$ cat src/rtl/wb_addr_router_pkg.sv
// Shared constants and types for the Wishbone address router.
// Latency: n/a (package only).
// Backpressure: n/a.
package wb_addr_router_pkg;

    localparam int BUS_W       = 32;
    localparam int DEF_NUM_SLV = 3;

    // Default map: slave0 is a 64-byte window, slaves 1 and 2 are 16-byte windows.
    localparam logic [DEF_NUM_SLV*BUS_W-1:0] DEF_BASE_ADDR =
        {32'h0200_0800, 32'h0200_0100, 32'h0200_0000};
    localparam logic [DEF_NUM_SLV*BUS_W-1:0] DEF_ADDR_MASK =
        {32'hFFFF_FFF0, 32'hFFFF_FFF0, 32'hFFFF_FFC0};

    typedef enum logic [1:0] {
        ST_IDLE = 2'd0,
        ST_BUSY = 2'd1,
        ST_RESP = 2'd2
    } state_t;

endpackage

$ cat src/rtl/wb_addr_match.sv
// Address decoder: masked compare per slave, lowest index wins on overlap.
// Latency: purely combinational.
// Backpressure: none.
// Ports: adr (master address in), hit_oh (one-hot winning slave), hit (any slave matched).
module wb_addr_match
    import wb_addr_router_pkg::*;
#(
    parameter int                         NUM_SLV   = DEF_NUM_SLV,
    parameter logic [NUM_SLV*BUS_W-1:0]   BASE_ADDR = DEF_BASE_ADDR,
    parameter logic [NUM_SLV*BUS_W-1:0]   ADDR_MASK = DEF_ADDR_MASK
)(
    input  logic [BUS_W-1:0]   adr,
    output logic [NUM_SLV-1:0] hit_oh,
    output logic               hit
);

    // Walk from the top index down so a lower-index match overwrites any
    // higher one; the result stays one-hot.
    always_comb begin
        hit_oh = '0;
        for (int k = NUM_SLV - 1; k >= 0; k--) begin
            if ((adr & ADDR_MASK[k*BUS_W +: BUS_W]) ==
                (BASE_ADDR[k*BUS_W +: BUS_W] & ADDR_MASK[k*BUS_W +: BUS_W])) begin
                hit_oh    = '0;
                hit_oh[k] = 1'b1;
            end
        end
    end

    assign hit = |hit_oh;

endmodule

$ cat src/rtl/wb_addr_router.sv
// Wishbone single-master to NUM_SLV-slave address router with ACK timeout and error counter.
// Latency: 1 cycle decode to slave strobe; response pulse 1 cycle after slave ACK/timeout/miss.
// Backpressure: master holds iSTB until oACK/oERR; dropping iSTB mid-transfer aborts silently.
// Ports: iCLK/iRST clock and async reset; iADR/iSTB master request; oACK/oERR/oDAT master response;
//        oSTB_S/iACK_S/iDAT_S slave side; oERR_CNT saturating error-pulse count.
module wb_addr_router
    import wb_addr_router_pkg::*;
#(
    parameter int                         NUM_SLV   = DEF_NUM_SLV,
    parameter logic [NUM_SLV*BUS_W-1:0]   BASE_ADDR = DEF_BASE_ADDR,
    parameter logic [NUM_SLV*BUS_W-1:0]   ADDR_MASK = DEF_ADDR_MASK,
    parameter int                         TIMEOUT   = 16
)(
    input  logic                       iCLK,
    input  logic                       iRST,
    input  logic [BUS_W-1:0]           iADR,
    input  logic                       iSTB,
    output logic                       oACK,
    output logic                       oERR,
    output logic [BUS_W-1:0]           oDAT,
    output logic [NUM_SLV-1:0]         oSTB_S,
    input  logic [NUM_SLV-1:0]         iACK_S,
    input  logic [NUM_SLV*BUS_W-1:0]   iDAT_S,
    output logic [7:0]                 oERR_CNT
);

    state_t               state_q, state_d;
    logic [NUM_SLV-1:0]   sel_q, sel_d;
    logic [7:0]           cnt_q, cnt_d;
    logic                 ack_q, ack_d;
    logic                 err_q, err_d;
    logic [BUS_W-1:0]     dat_q, dat_d;
    logic [7:0]           err_cnt_q, err_cnt_d;

    logic [NUM_SLV-1:0]   hit_oh;
    logic                 hit;
    logic                 slv_ack;
    logic                 tmo;
    logic [BUS_W-1:0]     dat_mux;

    wb_addr_match #(
        .NUM_SLV   (NUM_SLV),
        .BASE_ADDR (BASE_ADDR),
        .ADDR_MASK (ADDR_MASK)
    ) u_match (
        .adr    (iADR),
        .hit_oh (hit_oh),
        .hit    (hit)
    );

    // Only the selected slave's ACK counts; the rest are ignored.
    assign slv_ack = |(iACK_S & sel_q);
    assign tmo     = (cnt_q == 8'(TIMEOUT - 1));

    always_comb begin
        dat_mux = '0;
        for (int k = 0; k < NUM_SLV; k++) begin
            if (sel_q[k]) begin
                dat_mux = iDAT_S[k*BUS_W +: BUS_W];
            end
        end
    end

    // State register (plus datapath flops).
    always_ff @(posedge iCLK or posedge iRST) begin
        if (iRST) begin
            state_q   <= ST_IDLE;
            sel_q     <= '0;
            cnt_q     <= '0;
            ack_q     <= 1'b0;
            err_q     <= 1'b0;
            dat_q     <= '0;
            err_cnt_q <= '0;
        end else begin
            state_q   <= state_d;
            sel_q     <= sel_d;
            cnt_q     <= cnt_d;
            ack_q     <= ack_d;
            err_q     <= err_d;
            dat_q     <= dat_d;
            err_cnt_q <= err_cnt_d;
        end
    end

    // Next-state logic.
    always_comb begin
        state_d = state_q;
        unique case (state_q)
            ST_IDLE: if (iSTB)      state_d = hit ? ST_BUSY : ST_RESP;
            ST_BUSY: if (!iSTB)     state_d = ST_IDLE;
                     else if (slv_ack || tmo) state_d = ST_RESP;
            ST_RESP:                state_d = ST_IDLE;
            default:                state_d = ST_IDLE;
        endcase
    end

    // Datapath next values. The counter defaults to zero so any exit from
    // BUSY (response or abort) leaves it cleared for the next transfer.
    always_comb begin
        sel_d     = sel_q;
        cnt_d     = '0;
        ack_d     = 1'b0;
        err_d     = 1'b0;
        dat_d     = dat_q;
        err_cnt_d = err_cnt_q;
        if (state_q == ST_IDLE && iSTB) begin
            if (hit) sel_d = hit_oh;
            else     err_d = 1'b1;
        end else if (state_q == ST_BUSY && iSTB) begin
            // ACK is tested before timeout so a last-cycle ACK wins.
            if (slv_ack) begin
                ack_d = 1'b1;
                dat_d = dat_mux;
            end else if (tmo) begin
                err_d = 1'b1;
            end else begin
                cnt_d = cnt_q + 8'd1;
            end
        end
        if (err_d && err_cnt_q != 8'hFF) begin
            err_cnt_d = err_cnt_q + 8'd1;
        end
    end

    // Outputs. Strobes decode from state_q so an async reset drops them at once.
    always_comb begin
        oSTB_S   = (state_q == ST_BUSY) ? (sel_q & {NUM_SLV{iSTB}}) : '0;
        oACK     = ack_q;
        oERR     = err_q;
        oDAT     = dat_q;
        oERR_CNT = err_cnt_q;
    end

endmodule

$ cat config.mk
export PLATFORM = sky130hd
export DESIGN_NAME = wb_addr_router
export DESIGN_NICKNAME = d
export VERILOG_FILES = /design/src/rtl/wb_addr_router_pkg.sv /design/src/rtl/wb_addr_match.sv /design/src/rtl/wb_addr_router.sv
export SDC_FILE = /design/constraint.sdc
export NUM_CORES = 1
export LEC_CHECK = 0
export ABC_CLOCK_PERIOD_IN_PS = 5600
export BUFFER_PORTS_ARGS = -buffer_cell sky130_fd_sc_hd__buf_2
export CORE_MARGIN = 2
export CORE_UTILIZATION = 25
export CTS_CLUSTER_DIAMETER = 60
export DETAILED_ROUTE_END_ITERATION = 8
export PLACE_DENSITY = 0.58
export SLEW_MARGIN = 15
export SYNTH_ARGS = -nofsm -noshare
export SYNTH_HDL_FRONTEND = slang
export SYNTH_SLANG_ARGS = --single-unit
$ cat constraint.sdc
create_clock -name iCLK -period 5.6 [get_ports iCLK]
set_clock_uncertainty 0.15 [all_clocks]
set_input_delay 0.56 -clock iCLK [delete_from_list [all_inputs] [get_ports iCLK]]
set_output_delay 0.56 -clock iCLK [all_outputs]
set_load 0.01 [all_outputs]
==> summary.txt <==
Floorplanning
  – Core area: 11500 sq um
  – Die area: 12700 sq um
  – Initial Util: 0.257
  – I/O pin count: 179
  – Die Ht: 113 microns
  – Cell Rows: 39
  – Die Width: 113 microns

Synth
  – Post-Syn Area: approximately 3000 sq um
  – Mean area per synthesized cell: 8.74 sq um
  – Post-synthesis sequential area ratio: 0.467
  – Mapped Cells: 337
  – Post-synthesis xor/xnor area fraction: 0.0327
  – Largest family of logic cells by synthesized area: compound AO/OA/AOI/OAI gates
  – Post-synth ARST share: 1.00
  – Distinct cell type count after synthesis: 38
  – YS warnings: 0
  – Synth Net Count: 473
  – Synth Area in Adders: 0.00850
  – Synth Register Bits: 55
  – Post-synth EDFFs: 0
  – Mux cell area share after synthesis: 0.0140
  – Compound-Gate Fraction of Synth Area: 0.253
  – Post-Synth Simple-Gate Area: 0.183
  – Post-synth top flop: dfrtp_1

Timing
  – Total negative setup slack: 0 ns
  – RSZ-0062 raised after global routing: false
  – Achievable clock frequency: ~440 MHz
  – Hold_ws: 0.296 ns
  – Final min period: 2.27 ns
  – Fin crit share: 0.406
  – Final setup viols: 0
  – Worst-margin pin slew: around 0.72 ns
  – Relative slew margins: 0.521
  – Final Hold Vio Count: 0
  – Max Slew Vio Count: 0

Global route
  – First-pass GRT wire length: approximately 14 mm
  – Antenna violations before repair: 0
  – Largest net degree at the start of global routing: 68
  – Gr usage total: 0.135
  – GRT overflow: 0
  – Vias in the first global route: 3044

Critical path
  – Crit. End Element: register
  – Startpoint class of the critical path: primary input
  – Data required, critical path: 5.63 ns
  – Critical Path Source: iADR[27]
  – Largest stage delay on the critical path: 0.53 ns
  – Worst endpoint data arrival time: 2.31 ns
  – CP cell instances: buf_2 > nor4_1 > a41oi_1 > a211oi_4 > a211oi_2 > mux2_4
  – Setup CP Type: primary input to register
  – Reg2reg start: sel_q[0]$_DFFE_PP0P_
  – Max stage delay cell, worst path: a211oi_4
  – Worst Path Max Fanout: 8

Job
  – Max-cap violations: 0

Power and ir drop
  – PwrDens: 245 nW/um^2
  – Final Power: 0.00101 W
  – VDD IR max: around 0.15 mV
  – Leak Pwr: 2.07 nW

Run status
  – Status: complete, no violations

Finish
  – Layout area overhead: 39.6%
  – Ant. Diodes: 0
  – Area of the multi-input gates: around 1500 sq um
  – Share of cells above drive strength 1: 0.402
  – Most frequent cells in the layout: 174 x buf_2, 54 x dfrtp_1, 45 x nor2_1
  – Commonest non-fill, non-tap cell in the layout: buf_2
  – # fillers: 1205
  – Layout Cells excl Fill: 643
  – Reg area: roughly 1400 sq um
  – Total Nets Final: between 600 and 700

Placed design
  – Post-Place Cells: 635
  – GPL Wtd Cong: roughly 0.78
  – Dpl hpwl: 6.38 mm
  – IO Port Bufs: 174

Route
  – DRC Markers: 0
  – Detailed Routing Iterations Pass 1: 4
  – Post-Route WL: 8.74 mm
  – Post-route ant nets: 0
  – DRT iter0 DRCs: 76
  – DR WL/cell: 13.6 microns
  – DR vias/cell: roughly 4.7
  – Via Count: 3049

Clock tree
  – Clock sink total: between 50 and 60
  – PostCTS Resize Cnt: 0
  – TritonCTS Buffers: 5
  – Largest buffer count on any clock path: 2
  – Root Buffer: clkbuf_16
  – Clk pin slew, worst setup/hold paths: 0.08 ns
  – Skew-Pair Late Insertion Delay: 0.29 ns
  – Max H-tree Level: 2
  – CTS tree: built
  – Post-CTS Repair Setup Buffers: 0
  – # hold bufs at CTS: 0

Min path
  – Hold crit path type: primary input to asynchronous set/reset pin
-- path summary, 6_finish.rpt --
check | end | cells after the start | slack, ns
max in group asynchronous | sel_q[2]$_DFFE_PP0P_ | 3 | 4.48
setup / recovery | oERR_CNT[7]$_DFFE_PP0P_ | 6 | 3.33
setup reg to reg | oERR_CNT[7]$_DFFE_PP0P_ | 5 | 3.33
hold / removal | oDAT[7]$_DFFE_PP0P_ | 3 | 0.30
hold reg to reg | cnt_q[0]$_DFF_PP0_ | 1 | 0.32
min in group iCLK | cnt_q[0]$_DFF_PP0_ | 1 | 0.32
-- cells by family after synthesis --
| group | after synthesis |
|---|---|
| XOR/XNOR | 11 |
| buffers and inverters | 29 |
| AND/OR/NAND/NOR | 118 |
| multiplexers | 3 |
| AO/OA/AOI/OAI | 119 |
| adder cells (fa/ha/maj) | 2 |
| flip-flops | 55 |
-- through the flow --
stage          instance area (sq um)  setup WS [ns]  utilization
2_1_floorplan                   2940           3.39            -
3_5_place_dp                    3930           2.76        0.343
3_3_place_gp                    3930           2.85        0.343
6_report                        4110           3.33        0.358
5_1_grt                         4110           3.22        0.358
4_1_cts                         4100           3.02        0.358
-- power by group --
| group | internal (W) | total [W] | switching, W | leakage [nW] |
|---|---|---|---|---|
| Combinational | 0.0000965 | 0.000179 | 0.0000825 | 1.24 |
| Sequential | 0.000428 | 0.000463 | 0.0000346 | 0.745 |
| Clock | 0.000214 | 0.000365 | 0.000151 | 0.0844 |
-- layer usage --
metal  wire length [microns]  up-vias  GRT usage  part of all wire
met5                       0        -          0                 0
met4                     118        0     0.0390             0.014
met3                     699        6     0.0378             0.080
met2                    4190      112      0.241              0.48
met1                    3740     1408      0.160              0.43
li1                        -     1523          -                 -
-- registers in the layout, summed over array words and instances (netlist names) --
name	count
oERR	1
oDAT	32
oERR_CNT	8
oACK	1
state_q	2
sel_q	3
cnt_q	8
-- critical path: cells and delay by family --
kind	cells	cell delay (ns)
AOI/OAI and AO/OA	3	0.92
and+or+nand+nor	1	0.41
muxes	1	0.31
buffers and inverters	1	0.10
-- synth_stat cells, types with 2 or more instances --
cell,n,area share
o21ai_0,35,0.059
mux2_4,2,0.010
xor2_1,8,0.024
inv_1,6,0.0076
ha_1,2,0.0085
xnor2_1,3,0.0089
nor3_1,2,0.0034
nor2_1,45,0.057
and2_1,3,0.0064
and3_1,5,0.011
clkbuf_1,18,0.023
nand2_1,41,0.052
a21oi_1,37,0.063
a22oi_1,32,0.082
dfrtp_1,55,0.47
buf_2,4,0.0068
nor4_1,6,0.013
a211oi_1,7,0.018
nand2b_1,2,0.0042
nand3_1,6,0.010
-- layout make-up --
class	instances	area share
clock buffers	5	0.0305
clock inverters	3	0.0116
inverters	6	0.00548
multi-input cells	253	0.354
flip-flops and latches	55	0.335
well taps	143	0.0435
repair buffers	178	0.219
Note: power is estimated with default switching activity, not from simulation.
